==> src/rtl/jrb8_bus_pkg.sv <==
// Shared definitions for the memory bus arbiter.
// Holds the FSM state encoding, the grant encoding, the default bus widths
// and the read value returned when a memory access is aborted.
package jrb8_bus_pkg;

    localparam int AW_DEF = 16;
    localparam int DW_DEF = 8;

    typedef enum logic [1:0] {
        IDLE = 2'd0,
        WAIT = 2'd1,
        DONE = 2'd2
    } state_t;

    typedef enum logic {
        FETCH = 1'b0,
        DATA  = 1'b1
    } grant_t;

    // Read data handed back when an access times out.
    localparam logic [7:0] ABORT_RDATA = 8'hFF;

endpackage

==> src/rtl/bus_timeout_timer.sv <==
// Saturating WAIT-cycle counter for the bus arbiter.
// Ports:
//   clk, rst_n : clock, asynchronous active-low reset
//   clear      : return the count to zero (lower priority than enable)
//   enable     : count one cycle, saturating at TIMEOUT
//   expired    : high while the count equals TIMEOUT
// TIMEOUT = 0 removes the counter and ties expired low.
module bus_timeout_timer #(
    parameter int TIMEOUT = 255
) (
    input  logic clk,
    input  logic rst_n,
    input  logic clear,
    input  logic enable,
    output logic expired
);

    generate
        if (TIMEOUT == 0) begin : g_off
            assign expired = 1'b0;
        end else begin : g_cnt
            localparam int CW = $clog2(TIMEOUT + 1);
            localparam logic [CW-1:0] LIMIT = CW'(TIMEOUT);

            logic [CW-1:0] count;

            always_ff @(posedge clk or negedge rst_n) begin
                if (!rst_n) begin
                    count <= '0;
                end else if (enable) begin
                    if (count != LIMIT) count <= count + 1'b1;
                end else if (clear) begin
                    count <= '0;
                end
            end

            assign expired = (count == LIMIT);
        end
    endgenerate

endmodule

==> src/rtl/mem_bus_arbiter.sv <==
// Arbitrates the single external memory port between instruction fetch and
// data load/store, runs the req/ack handshake with a variable-latency memory
// controller, and returns read data plus a one-cycle done pulse.
// Ports:
//   clk, rst_n                 : clock, asynchronous active-low reset
//   f_req/f_addr               : fetch request (level) and address
//   f_done/f_rdata             : fetch completion pulse and held read byte
//   d_req/d_we/d_addr/d_wdata  : data request, store flag, address, store data
//   d_done/d_rdata             : data completion pulse and held load result
//   mem_req/we/addr/wdata      : registered request to the memory controller
//   mem_rdata/mem_ack          : memory read data and completion pulse
//   stall                      : hold the control unit while a request is open
//   err/err_clr                : sticky timeout flag and its clear
module mem_bus_arbiter
    import jrb8_bus_pkg::*;
#(
    parameter int AW      = AW_DEF,
    parameter int DW      = DW_DEF,
    parameter int TIMEOUT = 255
) (
    input  logic          clk,
    input  logic          rst_n,
    input  logic          f_req,
    input  logic [AW-1:0] f_addr,
    output logic          f_done,
    output logic [DW-1:0] f_rdata,
    input  logic          d_req,
    input  logic          d_we,
    input  logic [AW-1:0] d_addr,
    input  logic [DW-1:0] d_wdata,
    output logic          d_done,
    output logic [DW-1:0] d_rdata,
    output logic          mem_req,
    output logic          mem_we,
    output logic [AW-1:0] mem_addr,
    output logic [DW-1:0] mem_wdata,
    input  logic [DW-1:0] mem_rdata,
    input  logic          mem_ack,
    output logic          stall,
    output logic          err,
    input  logic          err_clr
);

    state_t state;
    grant_t grant, last_grant, win;
    logic   start, expired, timeout;

    // Winner selection: a lone requester wins; a tie goes to whoever was
    // not served last.
    always_comb begin
        start = (state == IDLE) && (f_req || d_req);
        if (f_req && d_req) win = (last_grant == DATA) ? FETCH : DATA;
        else if (f_req)     win = FETCH;
        else                win = DATA;
    end

    // A same-edge ack beats the timeout.
    assign timeout = (state == WAIT) && !mem_ack && expired;

    // Enabled on the grant edge too, so the count equals the number of the
    // current WAIT cycle and mem_req stays up for exactly TIMEOUT cycles.
    bus_timeout_timer #(.TIMEOUT(TIMEOUT)) u_timer (
        .clk    (clk),
        .rst_n  (rst_n),
        .clear  (state != WAIT),
        .enable (start || (state == WAIT)),
        .expired(expired)
    );

    always_ff @(posedge clk or negedge rst_n) begin
        if (!rst_n) begin
            state      <= IDLE;
            grant      <= FETCH;
            last_grant <= DATA;
            mem_req    <= 1'b0;
            mem_we     <= 1'b0;
            mem_addr   <= '0;
            mem_wdata  <= '0;
            f_rdata    <= '0;
            d_rdata    <= '0;
            f_done     <= 1'b0;
            d_done     <= 1'b0;
            err        <= 1'b0;
        end else begin
            f_done <= 1'b0;
            d_done <= 1'b0;
            case (state)
                IDLE: begin
                    if (start) begin
                        grant      <= win;
                        last_grant <= win;
                        mem_req    <= 1'b1;
                        mem_we     <= (win == DATA) && d_we;
                        mem_addr   <= (win == DATA) ? d_addr : f_addr;
                        mem_wdata  <= (win == DATA) ? d_wdata : '0;
                        state      <= WAIT;
                    end
                end
                WAIT: begin
                    if (mem_ack || timeout) begin
                        mem_req <= 1'b0;
                        if (!mem_we) begin
                            if (grant == FETCH) f_rdata <= mem_ack ? mem_rdata : DW'(ABORT_RDATA);
                            else                d_rdata <= mem_ack ? mem_rdata : DW'(ABORT_RDATA);
                        end
                        if (grant == FETCH) f_done <= 1'b1;
                        else                d_done <= 1'b1;
                        state <= DONE;
                    end
                end
                DONE:    state <= IDLE;
                default: state <= IDLE;
            endcase

            if (timeout)      err <= 1'b1;
            else if (err_clr) err <= 1'b0;
        end
    end

    assign stall = (f_req & ~f_done) | (d_req & ~d_done);

endmodule

==> config.mk <==
export PLATFORM = sky130hd
export DESIGN_NAME = mem_bus_arbiter
export DESIGN_NICKNAME = d
export VERILOG_FILES = /design/src/rtl/jrb8_bus_pkg.sv /design/src/rtl/bus_timeout_timer.sv /design/src/rtl/mem_bus_arbiter.sv
export SDC_FILE = /design/constraint.sdc
export NUM_CORES = 1
export LEC_CHECK = 0
export CORE_ASPECT_RATIO = 0.5
export CORE_UTILIZATION = 50
export CTS_BUF_LIST = sky130_fd_sc_hd__clkbuf_8
export DETAILED_ROUTE_END_ITERATION = 10
export PLACE_DENSITY = 0.95
export SETUP_SLACK_MARGIN = 0.15
export SLEW_MARGIN = 20
export SYNTH_ARGS = -nofsm -noshare
export SYNTH_HDL_FRONTEND = slang
export SYNTH_SLANG_ARGS = --single-unit
==> constraint.sdc <==
create_clock -name clk -period 4.5 [get_ports clk]
set_input_delay 1.125 -clock clk [delete_from_list [all_inputs] [get_ports clk]]
set_output_delay 1.125 -clock clk [all_outputs]
set_load 0.02 [all_outputs]
==> flow_summary_export.csv, run 1 <==
group,metric,value,unit
route,wl_met3,567,microns
timing,unrepaired_setup_endpoints_after_global_routing,"no",
logic_synthesis,postSynth.topFlopCell,"sky130_fd_sc_hd__dfrtp_1",
layout,layout.core_utilization,77.2,%
global_route,grt_pass1_wl,12500,microns
flow_run,drv.max_cap_violation_count,0,
clock_network,clkLatencyLatePin,0.34,ns
timing,hold_viol,0,
logic_synthesis,postSynthAreaPerCell,10.4,sq um
worst_hold_path,min_delay_worst_endpoint,"mem_req",
clock_network,cts_max_path_buffers,2,
route,route.met2.wl,3970,microns
clock_network,cts-buffers-inserted,9,
global_route,grt_max_degree,41,
die,boundaryPins,101,
layout,final_net_count,420,
logic_synthesis,ys_seq_elements,57,
setup_path,timing_worst_setup_path_type,"in -> out",
die,placeableCoreArea,0.00518,sq mm
route,routed_wl,7960,microns
timing,timing.final.max_slew_violations,0,
layout,layout-drive-gt1-share,9.49,%
timing,post-route-min-period,3.78,ns
place,finalWeightedCongestion,0.784,
clock_network,clock-root-buffer,"sky130_fd_sc_hd__clkbuf_8",
setup_path,reg2regPathDepth,4,
logic_synthesis,synth_top_cell_area_share,49.3,%
timing,fin_hold_ws,0.500,ns
pwr,peakVddDrop,0.411,mV
layout,syn2layout_area_growth,40.7,%
route,num_vias,2659,
logic_synthesis,synth-async-reset-ratio,100,%
pwr,power_leakage,0.00157,uW
clock_network,worst_setup_hold_path_clk_slew,0.06,ns
setup_path,reg2reg_to,"mem_addr[7]",
setup_path,timing.critical_path.from_type,"primary input",
timing,worstMarginPinSlew,0.927,ns
route,m1WireLength,3170,microns
clock_network,postCtsResizedCells,0,
die,fp.dieH,55.3,microns
route,wire_per_inst,18.1,microns
route,post-route-drc-count,0,
setup_path,r2r-start,"state[1]",
timing,relSlewSlack,38.0,%
die,floorplan.die_area,0.00600,sq mm
logic_synthesis,synth_enable_flop_cells,0,
clock_network,cts.htree.levels,3,
route,ant_nets,0,
logic_synthesis,synthesis.instances,272,
setup_path,critical_path_peak_fanout,18,
setup_path,worst-endpoint-required,3.38,ns
pwr,power_density,645,mW/mm^2
clock_network,tritoncts_clock_tree,"done",
logic_synthesis,part_of_the_yosys_area_used_for_sequential_elements,50.3,%
logic_synthesis,yosys_warnings,0,
worst_hold_path,holdCritPathClass,"reg -> reg",
clock_network,cts.sinks,57,
layout,n_antenna_cell,0,
setup_path,signal_arrival_time_at_the_worst_endpoint,2.65,ns
logic_synthesis,ys_top_cells_by_area,"sky130_fd_sc_hd__dfrtp_1 49%, sky130_fd_sc_hd__a21oi_1 6.7%, sky130_fd_sc_hd__mux2i_1 5.6%, sky130_fd_sc_hd__o211ai_1 4.2%, sky130_fd_sc_hd__a31oi_1 4.0%",
place,portBuffers,100,
timing,maxClockFrequency,265,MHz
clock_network,hold_fix_buffer_count_after_cts,0,
die,floorplan.rows,18,
global_route,grt.overflow.total,0,
logic_synthesis,synthesis.nets,328,
run_status,outcome,"completed",
layout,stdcell_area,0.00400,sq mm
die,initial_utilization,54.8,%
worst_hold_path,holdCritStartpoint,"mem_req",
timing,setup-tns-final,0,ns
global_route,via_count_of_the_first_global_routing_pass,2574,
route,detail_route.iter0.violations,194,
logic_synthesis,netlist_area,0.00284,sq mm
setup_path,worst-r2r-setup-slack,2.63,ns
worst_hold_path,min_path_cells,1,
route,route.detailed.vias_per_inst,6.06,
setup_path,worst_setup_path_end_kind,"output port",
global_route,grt_use_total,27.6,%
timing,fin_skew,0.00930,ns
die,floorplan.die.width,109,microns
timing,final.period_utilization,84.0,%
route,dr.pass1.iters,5,
place,place_hpwl,5310,microns
global_route,number_of_antenna_violations_at_the_first_check_in_global_routing,0,
logic_synthesis,synth_largest_area_cell,"sky130_fd_sc_hd__dfrtp_1",
logic_synthesis,ys_types,43,
route,highest_layer,"met4",
place,dpl_cell_area,0.00381,sq mm
timing,final-setup-viol-count,0,
clock_network,postCtsSetupBuffers,0,
-- layer usage --
layer | vias up | GRT usage, %
li1 | 1191 | -
met1 | 1314 | 33.3
met2 | 128 | 45.4
met3 | 26 | 8.38
met4 | 0 | 13.1
met5 | - | 0
-- report_power, final --
part	total [uW]	leakage, uW	internal [uW]	switching, uW
Clock	462	0.000108	264	199
Combinational	1190	0.000746	569	622
Sequential	925	0.000718	726	199
-- synthesized netlist by cell type (4+ instances only) --
master / instances
sky130_fd_sc_hd__a21oi_1: 38
sky130_fd_sc_hd__a22o_1: 9
sky130_fd_sc_hd__a31oi_1: 18
sky130_fd_sc_hd__buf_2: 11
sky130_fd_sc_hd__buf_6: 4
sky130_fd_sc_hd__dfrtp_1: 56
sky130_fd_sc_hd__mux2i_1: 16
sky130_fd_sc_hd__nand2b_1: 9
sky130_fd_sc_hd__nor2_1: 21
sky130_fd_sc_hd__nor3_1: 5
sky130_fd_sc_hd__nor3_2: 4
sky130_fd_sc_hd__o211ai_1: 16
sky130_fd_sc_hd__o21ai_0: 17
-- worst max path at each step --
stage                     start     to  depth (start not counted)
final                     d_req  stall                          4
after global routing      d_req  stall                          4
after CTS                 d_req  stall                          4
after detailed placement  d_req  stall                          4
after global placement    d_req  stall                          4
after floorplan           f_req  stall                          4
-- cell families after synthesis --
kind of cell | count (synthesis) | share of synthesized area (%)
AOI/OAI and AO/OA | 110 | 25.0
and+or+nand+nor | 61 | 12.8
DFF | 57 | 50.3
buffers and inverters | 26 | 5.42
muxes | 17 | 6.04
adders and majority gates | 1 | 0.440
-- cell usage in the layout, fill, tap and decap left out, drive strengths merged, types with 4 or more instances in the layout --
| master | count |
|---|---|
| clkdlybuf4s50 | 99 |
| dfrtp | 56 |
| a21oi | 40 |
| nor2 | 21 |
| a31oi | 18 |
| o21ai | 18 |
| o211ai | 16 |
| mux2i | 16 |
| clkbuf | 10 |
| nand2b | 9 |
| a22o | 9 |
| nor3 | 9 |
| inv | 6 |
| buf | 4 |
| nand2 | 4 |
-- final cells by class --
type | count | area, sq um
Sequential cell | 57 | 1430
Multi-Input combinational cell | 189 | 1260
Fill cell | 345 | 1180
Timing Repair Buffer | 103 | 1020
Clock buffer | 10 | 138
Tap cell | 70 | 87.6
Clock inverter | 6 | 52.6
Inverter | 4 | 15.0
-- stage by stage --
| stage | total power, uW | setup WS [ns] | std cells |
|---|---|---|---|
| finish | 2580 | 0.722 | 439 |
| CTS | 2580 | 0.730 | 439 |
| detailed placement | 2100 | 0.711 | 423 |
| global route | 2720 | 0.687 | 439 |
| global placement | 2040 | 0.791 | 423 |
| floorplan | 1590 | 1.41 | 272 |
-- state kept, by name, summed over array words and instances, names as in the netlist, 2 cells and up --
name and flops:
state 2, mem_addr 16, d_rdata 8, f_rdata 8, mem_wdata 8, u_timer.g_cnt.count 8
-- worst max-delay path, cell delays in order --
cell                              delay (ns)
sky130_fd_sc_hd__clkdlybuf4s50_1        0.56
sky130_fd_sc_hd__inv_2                  0.18
sky130_fd_sc_hd__o22ai_1                0.16
sky130_fd_sc_hd__clkdlybuf4s50_1        0.62
(Power assumes the default switching activity.)
==> run 2, diff against run 1 <==
--- a/config.mk
+++ b/config.mk
@@ -6,10 +6,10 @@
 export NUM_CORES = 1
 export LEC_CHECK = 0
 export CORE_ASPECT_RATIO = 0.5
-export CORE_UTILIZATION = 50
+export CORE_UTILIZATION = 46
 export CTS_BUF_LIST = sky130_fd_sc_hd__clkbuf_8
 export DETAILED_ROUTE_END_ITERATION = 10
-export PLACE_DENSITY = 0.95
+export PLACE_DENSITY = 0.89
 export SETUP_SLACK_MARGIN = 0.15
 export SLEW_MARGIN = 20
 export SYNTH_ARGS = -nofsm -noshare
==> constraint.sdc (replaced) <==
create_clock -name clk -period 3.57 [get_ports clk]
set_input_delay 0.8925 -clock clk [delete_from_list [all_inputs] [get_ports clk]]
set_output_delay 0.8925 -clock clk [all_outputs]
set_load 0.02 [all_outputs]
==> run 2 against run 1 <==
Die area rose by 8.5%; largest power group unchanged; clock skew barely moved; largest cell class unchanged; cell count rose by 1.4%; via count rose by 0.68%.
==> flow_summary_export.csv, run 2 (synthesis gave the netlist of run 1 again) <==
group,metric,value,unit
setup_path,worst-r2r-setup-slack,1.69,ns
route,routed_wl,8240,microns
setup_path,timing_worst_setup_path_type,"in -> out",
timing,final.period_utilization,91.7,%
route,wire_per_inst,18.5,microns
setup_path,timing.critical_path.from_type,"primary input",
clock_network,cts-buffers-inserted,9,
clock_network,tritoncts_clock_tree,"done",
layout,n_fill_cell,409,
timing,unrepaired_setup_endpoints_after_global_routing,"no",
place,portBuffers,100,
route,post-route-drc-count,0,
pwr,comb_power_share,44.8,%
layout,layout.cells.most_common,"sky130_fd_sc_hd__clkdlybuf4s50_1",
flow_run,drv.max_cap_violation_count,0,
pwr,p_switching,1320,uW
die,fp.dieH,57.6,microns
timing,timing.final.max_slew_violations,0,
timing,setup-tns-final,0,ns
die,floorplan.rows,19,
setup_path,worst-endpoint-required,2.68,ns
layout,register_bank_with_the_most_flops,"mem_addr",
timing,final-setup-viol-count,0,
timing,fin_skew,0.00883,ns
setup_path,signal_arrival_time_at_the_worst_endpoint,2.38,ns
die,boundaryPins,101,
timing,worstMarginPinSlew,0.840,ns
pwr,internal-power,2060,uW
pwr,power.switching_fraction,39.0,%
pwr,power_density,833,mW/mm^2
timing,maxClockFrequency,306,MHz
worst_hold_path,holdCritPathClass,"reg -> reg",
clock_network,postCtsResizedCells,0,
layout,largest_reg_flops,16,
place,finalWeightedCongestion,0.810,
setup_path,worst_setup_path_end_kind,"output port",
worst_hold_path,min_path_cells,1,
pwr,peakVddDrop,0.406,mV
clock_network,clock-root-buffer,"sky130_fd_sc_hd__clkbuf_8",
timing,fin_hold_ws,0.505,ns
timing,post-route-min-period,3.27,ns
die,floorplan.die.width,113,microns
layout,stdcell_area,0.00406,sq mm
die,floorplan.die_area,0.00651,sq mm
layout,final_net_count,423,
timing,relSlewSlack,44.0,%
global_route,grt_pass1_wl,13200,microns
layout,n_antenna_cell,0,
route,dr.pass1.iters,6,
die,placeableCoreArea,0.00571,sq mm
global_route,number_of_antenna_violations_at_the_first_check_in_global_routing,0,
setup_path,reg2reg_to,"mem_addr[1]",
pwr,share_clk_of_total_power,20.5,%
global_route,grt_use_total,26.8,%
die,initial_utilization,49.8,%
route,route.detailed.vias_per_inst,6.02,
setup_path,critical_path_peak_fanout,18,
pwr,power_leakage,0.00159,uW
route,detail_route.iter0.violations,167,
global_route,via_count_of_the_first_global_routing_pass,2710,
setup_path,r2r-start,"state[1]",
place,place_hpwl,5690,microns
worst_hold_path,min_delay_worst_endpoint,"mem_req",
timing,hold_viol,0,
clock_network,cts.htree.levels,3,
layout,mostFrequentLayoutCells,"99 x sky130_fd_sc_hd__clkdlybuf4s50_1, 56 x sky130_fd_sc_hd__dfrtp_1, 38 x sky130_fd_sc_hd__a21oi_1",
layout,syn2layout_area_growth,43.0,%
layout,area_taken_by_flip_flops_and_latches,0.00143,sq mm
place,dpl_cell_area,0.00383,sq mm
pwr,sequential_share_of_power,34.6,%
worst_hold_path,holdCritStartpoint,"mem_req",
clock_network,worst_setup_hold_path_clk_slew,0.07,ns
setup_path,reg2regPathDepth,4,
run_status,outcome,"completed",
clock_network,postCtsSetupBuffers,0,
global_route,grt_max_degree,38,
layout,multi_input_comb_area,0.00126,sq mm
clock_network,clkLatencyLatePin,0.35,ns
global_route,grt.overflow.total,0,
clock_network,hold_fix_buffer_count_after_cts,0,
clock_network,cts.sinks,57,
clock_network,cts_max_path_buffers,2,
layout,layout-drive-gt1-share,10.8,%
route,ant_nets,0,
route,num_vias,2677,
-- run 2: changes by cell type in the layout (fill, tap and decap cells not counted), sizes merged --
cell / before / now
clkinv: 3 / 2
bufinv: 1 / 2
clkbuf: 10 / 11
clkinvlp: 0 / 1
inv: 6 / 4
buf: 4 / 7
-- run 2: power groups by stage --
stage          Clock [uW]  Sequential [uW]  Combinational, uW
3_3_place_gp            0             1150               1450
6_report              695             1170               1520
5_1_grt               733             1210               1600
3_5_place_dp            0             1170               1500
2_1_floorplan           0             1370                645
4_1_cts               705             1160               1520
-- run 2: how the worst max path moves through the flow --
stage / startpoint / end / depth (start not counted)
2_1_floorplan: f_req / stall / 4
6_report: f_req / stall / 4
4_1_cts: f_req / stall / 4
3_3_place_gp: f_req / stall / 4
5_1_grt: f_req / stall / 4
3_5_place_dp: f_req / stall / 4
-- run 2: stage by stage --
step / setup WS, ns / power, uW / util [%] / cells
after global routing: 0.260 / 3540 / 71.2 / 445
final: 0.297 / 3380 / 71.2 / 445
after global placement: 0.323 / 2590 / 67.2 / 429
after floorplan: 0.945 / 2010 / - / 272
after CTS: 0.320 / 3390 / 71.2 / 445
after detailed placement: 0.322 / 2670 / 67.2 / 429
-- run 2: routing by layer --
layer | wire length (microns) | vias up | global-route usage, %
met1 | 3260 | 1341 | 30.4
li1 | - | 1197 | -
met3 | 447 | 18 | 7.33
met2 | 4380 | 121 | 48.9
met5 | 0 | - | 0
met4 | 151 | 0 | 10.9
-- run 2: worst max-delay path, stage by stage --
cell and delay [ns]:
sky130_fd_sc_hd__clkdlybuf4s50_1 0.51, sky130_fd_sc_hd__inv_2 0.14, sky130_fd_sc_hd__o22ai_1 0.18, sky130_fd_sc_hd__clkdlybuf4s50_1 0.65
-- run 2: layout make-up --
| cell class | instances | area share, % |
|---|---|---|
| clock buffer | 11 | 3.73 |
| timing repair buffer | 106 | 25.6 |
| tap | 73 | 2.25 |
| inverter | 4 | 0.370 |
| clock inverter | 5 | 1.91 |
| sequential | 57 | 35.1 |
| multi-input combinational | 189 | 31.0 |
